`src/rtl/vga_pkg.sv`:
```
// Shared constants and types for the 160x120 12-bit framebuffer.
package vga_pkg;

  localparam int H_RES    = 160;
  localparam int V_RES    = 120;
  localparam int FB_DEPTH = H_RES * V_RES;
  localparam int ADDR_W   = 15;
  localparam int COLOR_W  = 12;

  // One plotted point as it arrives from a waveform generator.
  typedef struct packed {
    logic [7:0]         x;
    logic [7:0]         y;
    logic [COLOR_W-1:0] color;
  } point_t;

  // Writer modes; the top module keeps matching encodings as plain constants.
  typedef enum logic {
    CLEAR = 1'b0,
    RUN   = 1'b1
  } state_e;

endpackage

```
`src/rtl/vga_plot_writer_if.sv`:
```
// Point stream, clear request and framebuffer write port of the plot writer.
interface vga_plot_writer_if;

  logic                         clear_req;
  logic [vga_pkg::COLOR_W-1:0]  clear_color;
  logic                         in_valid;
  logic                         in_ready;
  logic [7:0]                   in_x;
  logic [7:0]                   in_y;
  logic [vga_pkg::COLOR_W-1:0]  in_color;
  logic [vga_pkg::ADDR_W-1:0]   fb_addr;
  logic [vga_pkg::COLOR_W-1:0]  fb_data;
  logic                         fb_we;
  logic                         busy;
  logic [15:0]                  drop_count;

  // The writer side.
  modport slave (
    input  clear_req, clear_color, in_valid, in_x, in_y, in_color,
    output in_ready, fb_addr, fb_data, fb_we, busy, drop_count
  );

  // The point producer / framebuffer side.
  modport master (
    output clear_req, clear_color, in_valid, in_x, in_y, in_color,
    input  in_ready, fb_addr, fb_data, fb_we, busy, drop_count
  );

endinterface

```
`src/rtl/vga_xy_to_addr.sv`:
```
// Combinational (x, y) to linear framebuffer address with a range flag.
module vga_xy_to_addr
  import vga_pkg::*;
(
  input  logic [7:0]        x,
  input  logic [7:0]        y,
  output logic [ADDR_W-1:0] addr,
  output logic              in_range
);

  // 16 bits hold 255*160+255, so nothing wraps before the range check.
  logic [15:0] sum;
  logic        x_ok;
  logic        y_ok;

  assign sum  = 16'(y) * 16'(H_RES) + 16'(x);
  assign x_ok = 16'(x) < 16'(H_RES);
  assign y_ok = 16'(y) < 16'(V_RES);

  // The depth guard is implied by x_ok/y_ok but keeps the full sum in play.
  assign in_range = x_ok && y_ok && (sum < 16'(FB_DEPTH));
  assign addr     = sum[ADDR_W-1:0];

endmodule

```
`src/rtl/vga_plot_writer.sv`:
```
// Writes plotted points into the framebuffer and performs full-screen clears.
module vga_plot_writer
  import vga_pkg::*;
#(
  parameter bit CLEAR_ON_RESET = 1'b1
) (
  input  logic              clk,
  input  logic              resetn,
  vga_plot_writer_if.slave  bus
);

  localparam logic [0:0] ST_CLEAR  = 1'b0;
  localparam logic [0:0] ST_RUN    = 1'b1;
  localparam logic [0:0] ST_RESET  = CLEAR_ON_RESET ? ST_CLEAR : ST_RUN;
  localparam logic [ADDR_W-1:0] CLEAR_END = ADDR_W'(FB_DEPTH);

  logic [0:0]         state;
  logic [ADDR_W-1:0]  clr_addr;
  logic [COLOR_W-1:0] fill;
  logic               pending;
  logic               in_ready_q;
  logic               fb_we_q;
  logic [ADDR_W-1:0]  fb_addr_q;
  logic [COLOR_W-1:0] fb_data_q;
  logic               busy_q;
  logic [15:0]        drop_cnt;

  point_t             pt;
  logic [ADDR_W-1:0]  pt_addr;
  logic               pt_in_range;
  logic               transfer;
  logic               clear_accept;

  assign pt           = {bus.in_x, bus.in_y, bus.in_color};
  assign transfer     = bus.in_valid && in_ready_q && (state == ST_RUN);
  assign clear_accept = bus.clear_req && (state == ST_RUN) && !pending;

  vga_xy_to_addr u_xy (
    .x        (pt.x),
    .y        (pt.y),
    .addr     (pt_addr),
    .in_range (pt_in_range)
  );

  // Mode control plus the registered write port: clear sweep or point writes.
  always_ff @(posedge clk or negedge resetn) begin
    if (!resetn) begin
      state      <= ST_RESET;
      clr_addr   <= '0;
      fill       <= '0;
      pending    <= 1'b0;
      in_ready_q <= 1'b0;
      fb_we_q    <= 1'b0;
      fb_addr_q  <= '0;
      fb_data_q  <= '0;
      busy_q     <= 1'b0;
    end else begin
      case (state)
        ST_CLEAR: begin
          pending <= 1'b0;
          if (clr_addr == CLEAR_END) begin
            state      <= ST_RUN;
            clr_addr   <= '0;
            fb_we_q    <= 1'b0;
            busy_q     <= 1'b0;
            in_ready_q <= 1'b1;
          end else begin
            fb_we_q   <= 1'b1;
            fb_addr_q <= clr_addr;
            fb_data_q <= fill;
            busy_q    <= 1'b1;
            clr_addr  <= clr_addr + ADDR_W'(1);
          end
        end
        default: begin
          fb_we_q <= transfer && pt_in_range;
          if (transfer && pt_in_range) begin
            fb_addr_q <= pt_addr;
            fb_data_q <= pt.color;
          end
          if (clear_accept) begin
            fill       <= bus.clear_color;
            pending    <= 1'b1;
            in_ready_q <= 1'b0;
            state      <= ST_CLEAR;
          end else begin
            in_ready_q <= 1'b1;
          end
        end
      endcase
    end
  end

  // Saturating tally of accepted points that fall outside the screen.
  always_ff @(posedge clk or negedge resetn) begin
    if (!resetn) begin
      drop_cnt <= '0;
    end else if (transfer && !pt_in_range && (drop_cnt != 16'hFFFF)) begin
      drop_cnt <= drop_cnt + 16'd1;
    end
  end

  assign bus.in_ready   = in_ready_q;
  assign bus.fb_we      = fb_we_q;
  assign bus.fb_addr    = fb_addr_q;
  assign bus.fb_data    = fb_data_q;
  assign bus.busy       = busy_q;
  assign bus.drop_count = drop_cnt;

endmodule

```
`src/flat_wrapper.sv`:
```
// flat-port wrapper written by rule: the top's interface ports become plain ports
module vga_plot_writer_flat import vga_pkg::*;
#(
  parameter bit CLEAR_ON_RESET = 1'b1
)
  (clk, resetn, bus_clear_req, bus_clear_color, bus_in_valid, bus_in_x, bus_in_y, bus_in_color, bus_in_ready, bus_fb_addr, bus_fb_data, bus_fb_we, bus_busy, bus_drop_count);
  vga_plot_writer_if bus_i ();
  input  logic clk;
  input  logic resetn;
  input wire logic [$bits(bus_i.clear_req)-1:0] bus_clear_req;
  input wire logic [$bits(bus_i.clear_color)-1:0] bus_clear_color;
  input wire logic [$bits(bus_i.in_valid)-1:0] bus_in_valid;
  input wire logic [$bits(bus_i.in_x)-1:0] bus_in_x;
  input wire logic [$bits(bus_i.in_y)-1:0] bus_in_y;
  input wire logic [$bits(bus_i.in_color)-1:0] bus_in_color;
  output wire logic [$bits(bus_i.in_ready)-1:0] bus_in_ready;
  output wire logic [$bits(bus_i.fb_addr)-1:0] bus_fb_addr;
  output wire logic [$bits(bus_i.fb_data)-1:0] bus_fb_data;
  output wire logic [$bits(bus_i.fb_we)-1:0] bus_fb_we;
  output wire logic [$bits(bus_i.busy)-1:0] bus_busy;
  output wire logic [$bits(bus_i.drop_count)-1:0] bus_drop_count;
  assign bus_i.clear_req = bus_clear_req;
  assign bus_i.clear_color = bus_clear_color;
  assign bus_i.in_valid = bus_in_valid;
  assign bus_i.in_x = bus_in_x;
  assign bus_i.in_y = bus_in_y;
  assign bus_i.in_color = bus_in_color;
  assign bus_in_ready = bus_i.in_ready;
  assign bus_fb_addr = bus_i.fb_addr;
  assign bus_fb_data = bus_i.fb_data;
  assign bus_fb_we = bus_i.fb_we;
  assign bus_busy = bus_i.busy;
  assign bus_drop_count = bus_i.drop_count;
  vga_plot_writer #(.CLEAR_ON_RESET(CLEAR_ON_RESET)) u_core (.clk(clk), .resetn(resetn), .bus(bus_i));
endmodule
```
`config.mk`:
```
export PLATFORM = sky130hd
export DESIGN_NAME = vga_plot_writer_flat
export DESIGN_NICKNAME = d
export VERILOG_FILES = /design/src/rtl/vga_pkg.sv /design/src/rtl/vga_plot_writer_if.sv /design/src/rtl/vga_xy_to_addr.sv /design/src/rtl/vga_plot_writer.sv /design/src/flat_wrapper.sv
export SDC_FILE = /design/constraint.sdc
export NUM_CORES = 1
export LEC_CHECK = 0
export BUFFER_PORTS_ARGS = -buffer_cell sky130_fd_sc_hd__buf_2
export CAP_MARGIN = 20
export CORE_ASPECT_RATIO = 2
export CORE_MARGIN = 4
export CORE_UTILIZATION = 37
export CTS_BUF_LIST = sky130_fd_sc_hd__clkbuf_8
export CTS_CLUSTER_SIZE = 12
export DETAILED_ROUTE_END_ITERATION = 10
export HOLD_SLACK_MARGIN = 0.1
export PLACE_DENSITY = 0.68
export SLEW_MARGIN = 20
export SYNTH_ARGS = -nofsm -noshare
export SYNTH_HDL_FRONTEND = slang
export SYNTH_SLANG_ARGS = --single-unit
```
`constraint.sdc`:
```
create_clock -name clk -period 3.7 [get_ports clk]
set_clock_uncertainty 0.1 [all_clocks]
set_input_delay 0.185 -clock clk [delete_from_list [all_inputs] [get_ports clk]]
set_output_delay 0.185 -clock clk [all_outputs]
set_load 0.01 [all_outputs]
```
Word-level counts from Yosys, hierarchy flattened
Cells that the tools add are included.
{"block": "totals", "inputBits": 44, "register_bits": 75}
{"block": "op_classes", "reduce_logical": 14, "multipliers": 1, "magnitude_cmp": 3, "eq_ne": 5, "mux": 16, "addsub": 3}
{"op": "15-bit two-way mux", "count": 4}
{"op": "12-bit two-way mux", "count": 3}
{"op": "16-bit by 1-bit adder with 16-bit output (second input constant)", "count": 1}
{"op": "16-bit by 8-bit adder with 16-bit output", "count": 1}
{"op": "16-bit by 15-bit less-than comparator with 1-bit output (second input constant)", "count": 1}
{"op": "16-bit != test (second input constant)", "count": 1}
{"op": "15-bit by 1-bit adder with 15-bit output (second input constant)", "count": 1}
{"op": "15-bit == test (second input constant)", "count": 1}
{"op": "8-bit by 3-bit multiplier with 11-bit output (second input constant)", "count": 1}
{"op": "1-bit logical AND", "count": 9}
{"op": "1-bit two-way mux", "count": 9}
{"op": "8-bit by 7-bit less-than comparator with 1-bit output (second input constant)", "count": 1}
{"op": "8-bit less-than comparator (second input constant)", "count": 1}
{"op": "2-bit != test (second input constant)", "count": 2}
{"op": "2-bit AND reduction", "count": 2}
{"op": "1-bit zero test", "count": 2}
{"op": "2-bit by 1-bit != test with 1-bit output (second input constant)", "count": 1}
{"op": "2-bit nonzero test", "count": 1}

Logic depth before layout (Yosys ltp)
Gate-level depths: netlist (run 1).
{"block": "depth", "word_depth": 7, "mapped_depth": 14}

Cells and area by module
A second synthesis (run 1) with hierarchy kept.
{"block": "unflattened", "cells_unflattened": 360, "hier_area_um2": 3996.3}
{"mod": "vga_plot_writer", "seq_area_each_um2": 1876.8, "cells_per_inst": 279, "area_each_um2": 3357.0, "n_inst": 1}
{"mod": "vga_xy_to_addr", "seq_area_each_um2": 0.0, "cells_per_inst": 81, "area_each_um2": 639.4, "n_inst": 1}

Worst setup path before layout (run 1)
No wires, ideal clock.
{"block": "synth_path", "path_type": "input -> register", "start": "input port bus_in_y[1]", "end": "register u_core.fb_addr_q[10] (netlist: u_core.bus.fb_addr[10])", "path_stages": 14, "path_buffers": 2, "required_time_ns": 3.475, "arrival_ns": 2.970, "slack_ns": 0.505, "setup_ns": 0.125, "cell_sequence": "ha_1 -> ha_1 -> inv_1 -> fa_1 -> nor2b_1 -> o22ai_1 -> xnor2_1 -> nand4_1 -> mux2i_1 -> o21a_2 -> o21a_1 -> buf_6 -> buf_6 -> mux2_4"}
{"block": "synth_via", "elab_chain_len": 7, "word_cells_on_any_way": 11, "classes_between": "1 x add/sub; 1 x mul; 2 x order compare; 1 x eq/ne; 2 x mux; 4 x reduce/logical"}
{"element": "from (decl)", "line_no": "flat_wrapper.sv:14", "source": "input wire logic [$bits(bus_i.in_y)-1:0] bus_in_y;"}
{"element": "8-bit by 3-bit multiplier with 11-bit output", "line_no": "vga_xy_to_addr.sv:16", "source": "assign sum = 16'(y) * 16'(H_RES) + 16'(x);"}
{"element": "16-bit by 8-bit adder with 16-bit output", "line_no": "vga_xy_to_addr.sv:16"}
{"element": "16-bit by 15-bit less-than comparator with 1-bit output", "line_no": "vga_xy_to_addr.sv:21", "source": "assign in_range = x_ok && y_ok && (sum < 16'(FB_DEPTH));"}
{"element": "1-bit logical AND", "line_no": "vga_xy_to_addr.sv:21"}
{"element": "1-bit logical AND", "line_no": "vga_plot_writer.sv:77", "source": "if (transfer && pt_in_range) begin"}
{"element": "2-bit != test (no source line)"}
{"element": "2-bit AND reduction (no source line)"}
{"element": "to (signal assigned)", "line_no": "vga_plot_writer.sv:69", "source": "fb_addr_q <= clr_addr;"}
{"element": "to (signal assigned)", "line_no": "vga_plot_writer.sv:78", "source": "fb_addr_q <= pt_addr;"}
{"element": "to (decl)", "line_no": "vga_plot_writer.sv:23", "source": "logic [ADDR_W-1:0] fb_addr_q;"}
Several ways; a longest one is shown, not always the timed one. The select of a mux whose other input is x is not followed.
A chain may end at the register's enable or synchronous reset.

Worst setup path in the final report (run 1)
{"block": "layout_path", "start": "input port bus_in_y[1]", "end": "register u_core.fb_data_q[6] (netlist: u_core.bus.fb_data[6])"}
{"block": "layout_via", "elab_chain_len": 7, "word_cells_on_any_way": 9, "classes_between": "1 x add/sub; 1 x mul; 2 x order compare; 1 x eq/ne; 4 x reduce/logical"}
{"element": "8-bit by 3-bit multiplier with 11-bit output", "line_no": "vga_xy_to_addr.sv:16"}
{"element": "16-bit by 8-bit adder with 16-bit output", "line_no": "vga_xy_to_addr.sv:16"}
{"element": "16-bit by 15-bit less-than comparator with 1-bit output", "line_no": "vga_xy_to_addr.sv:21"}
{"element": "1-bit logical AND (*)", "line_no": "vga_xy_to_addr.sv:21"}
{"element": "1-bit logical AND (*)", "line_no": "vga_plot_writer.sv:77"}
{"element": "2-bit != test (no source line) (*)"}
{"element": "2-bit AND reduction (no source line) (*)"}
{"element": "to (signal assigned)", "line_no": "vga_plot_writer.sv:70", "source": "fb_data_q <= fill;"}
{"element": "to (signal assigned)", "line_no": "vga_plot_writer.sv:79", "source": "fb_data_q <= pt.color;"}
{"element": "to (decl)", "line_no": "vga_plot_writer.sv:24", "source": "logic [COLOR_W-1:0] fb_data_q;"}
Every way passes the cells marked *; elsewhere a longest branch is shown, timed or not.

==> results.cfg, run 1 <==
[yosys]
ys.flop_type = dfrtp_1
syn_nets = 450
synth-simple-area-share_pct = 14.7
yosysWarnings = 0
async_reset_ff_share_pct = 100
synth_compound_area_share_pct = 9.23
yosysSeqAreaShare_pct = 43.5
synthAdderAreaFrac_pct = 6.15
synth_area_leaders = dfrtp_1, mux2_2, mux2_4
yosysTopAreaCellShare_pct = 43.5
synthMuxAreaShare_pct = 17.6
syn_inst = 386
yosys_register_bits = 75
synth_top_family_by_area = multiplexers
synth_area_per_cell_um2 = 11.2
synth_edf_count = 0
synth_area_leader_cell = dfrtp_1
ys_types = 54
syn_area_um2 = 4310
synth_xor_xnor_area_share_pct = 5.89

[drt]
drt_iter0_drc = 161
num_vias = 3392
drc = 0
via_per_inst = 5.17
wl_um = 10500
ant_nets = 0
dr.pass1.iters = 4
drt-wirelength-per-cell_um = 16.0

[sta]
slew_headroom_pct = 37.5
finalCriticalPeriod_ps = 3330
hold_viol = 0
slew_violations = 0
fmax_mhz = 300
worstMarginPinSlew_ps = 937
setup-tns-final_ps = 0
finalSetupViolCount = 0
rsz0062_at_grt = no
fin_crit_sh_pct = 90.1

[final_layout]
area_growth_pct = 26.0
fin_cells = 656
antenna_cells = 0
seqCellArea_um2 = 1880
drive_gt1_share_pct = 35.0
design_area_um2 = 5430
fill_cells = 1059
multi_input_area_um2 = 2310
final_nets = 573

[cts]
cts_buffers = 9
cts.sinks = 75
path_clk_slew_ps = 80
cts_tree = built
cts_resized = 0
cts_setup_buffers = 0
ctsHoldBuffers = 31
htreeDepth = 3
clock_latency_ps = 350
cts_max_path_buffers = 2
cts-root-buf = clkbuf_8

[placement]
portBuffers = 89
placed_cell_area_um2 = 4910
dp.final_hpwl_um = 7790
place_inst = 609
gp_congestion = 0.846

[worst_setup_path]
crit_slowest_cell = xor2_1
max_stage_delay_ps = 450
path_buf_inv = 3
path_class = input port to register
crit_path_end_kind = register
critPathTopFamily = compound AO/OA/AOI/OAI gates
critPathArrivalTime_ps = 3470
cp_max_fo = 20
crit_required_ps = 3830
crit_path_start_kind = input port
path_cells = buf_2 > ha_1 > ha_1 > inv_1 > fa_1 > xor2_1 > o211ai_1 > a211oi_1 > o21ai_0 > o2111ai_1 > o21a_2 > o21a_2 > buf_4 > mux2_4

[die]
die_h_um = 161
core-area_um2 = 11400
die-area_um2 = 13500
die_w_um = 84.3
num_rows = 55
ios = 90
start_util_pct = 38.0

[grt]
grt_pass1_vias = 3657
antenna_found_initial = 0
overflow = 0
grt_usage_pct = 15.9
grt_max_degree = 76
grt_pass1_wl_um = 17600

[power]
p_clk_share_pct = 38.1
leakagePower_nw = 2.66
switchingPower_mw = 0.453
power.density_nw_per_um2 = 317
ir_worst_vdd_uv = 271
internal-power_mw = 1.27
switching_share_pct = 26.3
pwr-share-seq_pct = 47.6
pwr-share-comb_pct = 14.3

[min_path]
hold_path.class = input port to register

[flow_run]
max_cap_viol_count = 0

[outcome]
status = completed
[layer usage]
layer,GRT usage (%),part of all wire [%]
met4,7.17,3.4
met1,16.6,36
met3,2.52,3.3
met2,30.4,57
met5,0,0
[worst reg2reg max path, cell delays in order, from the launching register on]
cell and delay (ps):
dfrtp_1 430, inv_1 120, ha_1 150, or4b_2 620
nor3_1 220, or2_2 180, o21a_2 140, buf_4 330
mux2_4 340
[per-stage QoR]
step	setup slack [ps]	power [mW]	hold slack, ps	utilization [%]
2_1_floorplan	505	0.976	-211	-
3_3_place_gp	214	1.05	284	43.2
3_5_place_dp	40.1	1.05	290	43.2
4_1_cts	411	1.74	212	47.8
5_1_grt	91.0	1.81	239	47.8
6_report	366	1.72	228	47.8
[power by group through the flow]
stage                     logic (mW)  clock network, mW  registers [mW]
after global placement         0.211                  0           0.835
final                          0.246              0.655           0.819
after detailed placement       0.218                  0           0.835
after global routing           0.274              0.713           0.819
after CTS                      0.245              0.681           0.819
after floorplan                0.140                  0           0.835
[synth_stat cells (2+ instances only)]
cell type and n:
nand2b_1 2, nand4b_1 5, clkbuf_1 10, inv_1 14, o211ai_1 3, a31oi_1 3
xnor2_1 22, buf_6 3, xor2_1 7, nand3b_1 2, mux2_4 19, nor2_1 25
mux2_2 41, nand2_1 19, nor3b_1 2, nor4b_1 3, nor3_1 7, and3_1 10
ha_1 18, nor4_1 2, fa_1 2, and4_1 5, o21a_1 5, a21oi_1 13
nand4_1 8, o21ai_0 17, nor2b_1 5, nand3_1 13, dfrtp_1 75, a21o_1 2
[logic make-up (layout without fill, tap and decap cells)]
family	Yosys count	after routing
compound gates	58	58
xor+xnor	29	29
fa+ha+maj	20	20
buf+inv	28	156
flops	75	75
mux	61	61
simple gates	115	115
[registers in the layout (all words and copies together), names as in the netlist]
register and count:
u_core.bus.fb_data 12, u_core.state 1, u_core.clr_addr 15, u_core.bus.fb_we 1, u_core.pending 1, u_core.bus.drop_count 16, u_core.bus.busy 1, u_core.bus.in_ready 1
u_core.fill 12, u_core.bus.fb_addr 15
[final cells by class]
class / count / share of cell area (%)
tap: 142 / 3.27
inverter: 14 / 0.968
timing repair buffer: 126 / 14.8
clock inverter: 6 / 1.34
multi-input combinational: 283 / 42.5
clock buffer: 10 / 2.54
sequential: 75 / 34.6
[cell usage in the layout, fill, tap and decap left out, types with 4 or more instances in the layout]
cell           instances
dlygate4sd3_1         31
o21a_1                 4
clkbuf_8              10
mux2_4                19
a21oi_1               13
nor2_1                25
inv_1                 14
dfrtp_1               74
nand4_1                8
and4_1                 5
buf_4                  7
ha_1                  18
xnor2_1               22
nand3_1               13
mux2_2                41
nor3_1                 7
xor2_1                 7
o21ai_0               17
nor2b_1                5
nand2_1               19
and3_1                10
buf_2                 88
nand4b_1               5
[worst paths after layout]
kind	startpoint	cells past startpoint	to	slack [ps]
max	bus_in_y[1]	14	u_core.bus.fb_data[6]	370
min	bus_in_x[5]	4	u_core.bus.fb_addr[5]	230
max reg2reg	u_core.clr_addr[0]	8	u_core.bus.fb_data[6]	970
min reg2reg	u_core.pending	1	u_core.pending	370
max in group asynchronous	resetn	2	u_core.state	2430
min in group asynchronous	resetn	2	u_core.bus.drop_count[2]	400
Power figures use the tool's default switching activity.
==> run 2: changes to the inputs <==
--- a/config.mk
+++ b/config.mk
@@ -5,17 +5,16 @@
 export SDC_FILE = /design/constraint.sdc
 export NUM_CORES = 1
 export LEC_CHECK = 0
-export BUFFER_PORTS_ARGS = -buffer_cell sky130_fd_sc_hd__buf_2
 export CAP_MARGIN = 20
 export CORE_ASPECT_RATIO = 2
 export CORE_MARGIN = 4
-export CORE_UTILIZATION = 37
+export CORE_UTILIZATION = 70
 export CTS_BUF_LIST = sky130_fd_sc_hd__clkbuf_8
 export CTS_CLUSTER_SIZE = 12
 export DETAILED_ROUTE_END_ITERATION = 10
+export DONT_BUFFER_PORTS = 1
 export HOLD_SLACK_MARGIN = 0.1
-export PLACE_DENSITY = 0.68
-export SLEW_MARGIN = 20
+export PLACE_DENSITY = 0.95
 export SYNTH_ARGS = -nofsm -noshare
 export SYNTH_HDL_FRONTEND = slang
 export SYNTH_SLANG_ARGS = --single-unit
==> run 2 against run 1 <==
  * Wire length rose by 1.8%
  * Worst setup slack improved by 220 ps
  * Clock power rose by 28%
  * Non-clock buffer count fell by 88
  * Total power rose by 9.3%
  * Critical path depth fell by 1
  * Design area fell by 8.3%
  * Hold slack got worse by 100 ps
  * Flip-flop and latch count did not move
  * Critical path type unchanged
  * Largest cell class unchanged
==> results.cfg, run 2 (same netlist as run 1, synthesis figures left out) <==
[outcome]
status = completed

[final_layout]
largest_reg_flops = 16
seqCellArea_um2 = 1880
multi_input_area_um2 = 2310
drive_gt1_share_pct = 21.6
most-common-layout-cells = dfrtp_1, mux2_2, dlygate4sd3_1
area_growth_pct = 15.4
antenna_cells = 0
fill_cells = 306
final_nets = 485
final_util_pct = 82.9
mostFrequentLayoutCell = dfrtp_1

[placement]
dp.final_hpwl_um = 7000
gp_congestion = 0.874
portBuffers = 0

[flow_run]
max_cap_viol_count = 0

[cts]
cts_resized = 0
cts_tree = built
htreeDepth = 3
cts_max_path_buffers = 2
cts_buffers = 9
clock_latency_ps = 360
path_clk_slew_ps = 80
cts.sinks = 75
cts-root-buf = clkbuf_8

[drt]
dr.pass1.iters = 5
drc = 0
ant_nets = 0
num_vias = 3233
wl_um = 10700
via_per_inst = 6.61
drt-wirelength-per-cell_um = 21.9
drt_iter0_drc = 216

[sta]
fmax_mhz = 321
finalCriticalPeriod_ps = 3110
setup-tns-final_ps = 0
whs_ps = 124
hold_viol = 0
slew_violations = 0
fin_crit_sh_pct = 84.1
rsz0062_at_grt = no
finalSetupViolCount = 0
worstMarginPinSlew_ps = 753
slew_headroom_pct = 49.6

[grt]
grt_pass1_vias = 3466
grt_usage_pct = 29.9
overflow = 0
grt_pass1_wl_um = 17200
antenna_found_initial = 0
grt_max_degree = 76

[die]
start_util_pct = 71.8
die-area_um2 = 7550
die_w_um = 63.5
core-area_um2 = 6010
ios = 90
num_rows = 40
die_h_um = 119

[power]
leakagePower_nw = 2.28
power.density_nw_per_um2 = 378
ir_worst_vdd_uv = 411

[worst_setup_path]
crit_path_start_kind = input port
path_class = input port to register
crit_required_ps = 3850
crit_path_end_kind = register
cp_max_fo = 16
critPathArrivalTime_ps = 3260
r2r_slack_ps = 970

[min_path]
hold_path.class = input port to register
## run 2: metrics by stage
stage / setup slack, ps / total power, mW / cells / instance area, um2
finish: 589 / 1.88 / 489 / 4980
global route: 331 / 1.94 / 489 / 4980
CTS: 635 / 1.87 / 489 / 4980
detailed placement: 268 / 1.01 / 441 / 4370
global placement: 352 / 1.00 / 441 / 4370
floorplan: 505 / 0.976 / 386 / 4310
## run 2: cell type report
class | count | area share, %
tap | 63 | 1.58
timing repair buffer | 38 | 7.95
multi-input combinational | 283 | 46.4
inverter | 14 | 1.06
sequential | 75 | 37.7
clock buffer | 9 | 2.49
clock inverter | 7 | 2.82
## run 2: what timing repair did
action,in CTS,in global routing
hold endpoints to repair,105,0
buffers inserted,0,0
hold buffers,32,0
## run 2: power breakdown
part           switching (mW)  leakage, nW  internal [mW]
sequential                  0         1.01          0.819
combinational           0.126         1.15         0.0991
clock                   0.321        0.125          0.515
total                   0.447         2.28           1.43
## run 2: final timing paths
kind,startpoint,end,cells after the start
worst max register to register,u_core.clr_addr[0],u_core.bus.fb_addr[0],9
worst min-delay path,bus_in_x[5],u_core.bus.fb_addr[5],3
worst min register to register,u_core.fill[9],u_core.fill[9],1
max in group asynchronous,resetn,u_core.state,2
worst max-delay path,bus_in_y[1],u_core.bus.drop_count[1],13
min in group asynchronous,resetn,u_core.bus.fb_data[5],2
## run 2: critical path: stages
cell and delay, ps:
ha_1 260, ha_1 170, inv_1 60, fa_1 400, xor2_1 470, o211ai_1 210, a211oi_1 270, o21ai_0 140
o2111ai_1 110, o21a_2 180, buf_4 200, and3_1 240, mux2_2 350
## run 2: per-layer routing
metal / global-route usage [%] / vias up / share of wire (%)
met5: 0 / - / 0
met4: 16.2 / 0 / 4.1
met3: 5.57 / 34 / 4.8
met2: 55.9 / 136 / 57
met1: 30.0 / 1588 / 34
li1: - / 1475 / -
==> run 3: changes to the inputs <==
--- a/config.mk
+++ b/config.mk
@@ -8,13 +8,13 @@
 export CAP_MARGIN = 20
 export CORE_ASPECT_RATIO = 2
 export CORE_MARGIN = 4
-export CORE_UTILIZATION = 70
+export CORE_UTILIZATION = 60
 export CTS_BUF_LIST = sky130_fd_sc_hd__clkbuf_8
 export CTS_CLUSTER_SIZE = 12
 export DETAILED_ROUTE_END_ITERATION = 10
 export DONT_BUFFER_PORTS = 1
 export HOLD_SLACK_MARGIN = 0.1
-export PLACE_DENSITY = 0.95
+export PLACE_DENSITY = 0.89
 export SYNTH_ARGS = -nofsm -noshare
 export SYNTH_HDL_FRONTEND = slang
 export SYNTH_SLANG_ARGS = --single-unit
==> constraint.sdc (replaced) <==
create_clock -name clk -period 2.65 [get_ports clk]
set_clock_uncertainty 0.1 [all_clocks]
set_input_delay 0.1325 -clock clk [delete_from_list [all_inputs] [get_ports clk]]
set_output_delay 0.1325 -clock clk [all_outputs]
set_load 0.01 [all_outputs]
==> run 3 against run 2 <==
  * The run now ends with negative setup slack left
  * Non-clock buffer count increased by 46
  * Via count increased by 5.9%
  * Largest power group is now registers
  * Final cell count increased by 15%
  * Wire length increased by 11%
  * Critical endpoint is now u_core.bus.fb_data[5]
  * Total power increased by 26%
  * Core utilization decreased by 4.2 points
  * Design area increased by 9.7%
  * Worst setup slack got worse by 650 ps
  * Clock power decreased by 13%
  * First-iteration DRC count decreased by 10%
==> results.cfg, run 3 (same netlist as run 1, synthesis figures left out) <==
[outcome]
status = complete, but fails checks
violations = negative setup slack

[placement]
portBuffers = 0
place_inst = 507
dpl_worst_slack_ps = -444
gp_congestion = 0.892
dp.final_hpwl_um = 7720

[cts]
cts_tree = built
clock_latency_ps = 350
cts_max_path_buffers = 2
cts-root-buf = clkbuf_8
cts.sinks = 75
htreeDepth = 3
path_clk_slew_ps = 70
cts_buffers = 9

[die]
die_w_um = 67.9
start_util_pct = 62.1
die-area_um2 = 8690
die_h_um = 128
num_rows = 43
ios = 90
core-area_um2 = 6940

[worst_setup_path]
crit_required_ps = 2790
critPathArrivalTime_ps = 2840
crit_path_start_kind = input port
reg2regPathDepth = 8
cp_max_fo = 7
path_class = input port to register
crit_path_end_kind = register

[grt]
overflow = 0
grt_max_degree = 76
antenna_found_initial = 0
grt_pass1_wl_um = 17700
grt_pass1_vias = 3696
grt_usage_pct = 27.3

[min_path]
holdPathStages = 4
hold_path.class = input port to register

[drt]
ant_nets = 0
drc = 0
drt-wirelength-per-cell_um = 21.1
drt_iter0_drc = 194
via_per_inst = 6.09
wl_um = 11800
num_vias = 3424
dr.pass1.iters = 4

[final_layout]
antenna_cells = 0
most-common-layout-cells = dfrtp_1, buf_4, mux2_2
mostFrequentLayoutCell = dfrtp_1
area_growth_pct = 26.7
final_nets = 531
drive_gt1_share_pct = 33.3
fin_cells = 562
fill_cells = 398
final_util_pct = 78.7
largest_reg_flops = 16

[sta]
rsz0062_at_grt = yes
whs_ps = 160
slew_headroom_pct = 62.5
finalCriticalPeriod_ps = 2710
slew_violations = 0
hold_viol = 0
worst_slack_ps = -58.0
worstMarginPinSlew_ps = 562
fmax_mhz = 369
fin_crit_sh_pct = 102
finalSetupViolCount = 22

[power]
leakagePower_nw = 2.52
total_power_mw = 2.37
ir_worst_vdd_uv = 407
power.density_nw_per_um2 = 434

[flow_run]
max_cap_viol_count = 0
run 3: changes by cell type in the layout (fill, tap and decap cells not counted), sizes merged:
cell,change
bufinv,-4
clkbuf,+1
inv,+4
clkinvlp,-2
buf,+44
clkinv,+2
dlygate4sd3,+1
run 3: final timing paths:
path                                          from                         to  slack [ps]
worst max-delay path                   bus_in_y[1]      u_core.bus.fb_data[5]         -60
worst min-delay path                  bus_in_valid  u_core.bus.drop_count[13]         160
worst max register to register  u_core.clr_addr[0]      u_core.bus.fb_addr[5]         120
worst min register to register      u_core.fill[5]             u_core.fill[5]         410
min in group asynchronous                   resetn  u_core.bus.drop_count[15]         200
max in group asynchronous                   resetn               u_core.state        1920
run 3: critical path, cell delays in order:
cell	delay, ps
ha_4	220
ha_4	160
inv_2	60
fa_2	450
nor2b_2	150
o211ai_1	150
buf_4	190
nor2_2	70
nand4_1	160
mux2i_1	160
o21a_2	240
o21a_4	240
clkbuf_16	180
mux2_4	290
run 3: final cells by class:
| type | count | area (um2) | area share (%) |
|---|---|---|---|
| clock inverter | 7 | 30.0 | 0.550 |
| timing repair buffer | 84 | 781 | 14.3 |
| multi-input combinational | 283 | 2480 | 45.5 |
| clock buffer | 9 | 124 | 2.27 |
| tap | 90 | 113 | 2.06 |
| sequential | 75 | 1880 | 34.4 |
| inverter | 14 | 52.6 | 0.962 |
run 3: routing by layer:
layer	vias up	wire [um]	GRT usage (%)
li1	1557	-	-
met1	1679	3910	27.8
met2	138	6790	49.0
met3	50	501	5.44
met4	0	643	15.5
met5	-	0	0
run 3: repair_timing:
| item | 4_1_cts | 5_1_grt |
|---|---|---|
| hold endpoints to repair | 107 | 0 |
| buffers inserted | 1 | 4 |
| pin swaps | 4 | 13 |
| hold buffers | 33 | 0 |
| endpoints found under the setup margin | 29 | 36 |
| gates cloned | 0 | 1 |
| gates resized for setup | 4 | 21 |
run 3: per-stage QoR:
stage,cell area [um2],setup TNS [ps]
3_5_place_dp,4760,-14880
2_1_floorplan,4370,-9220
3_3_place_gp,4760,-12700
6_report,5460,-705
5_1_grt,5460,-2790
4_1_cts,5290,0
run 3: where the power goes:
group	switching, mW	internal (mW)
clock network	0.404	0.321
logic	0.242	0.257
registers	0	1.14
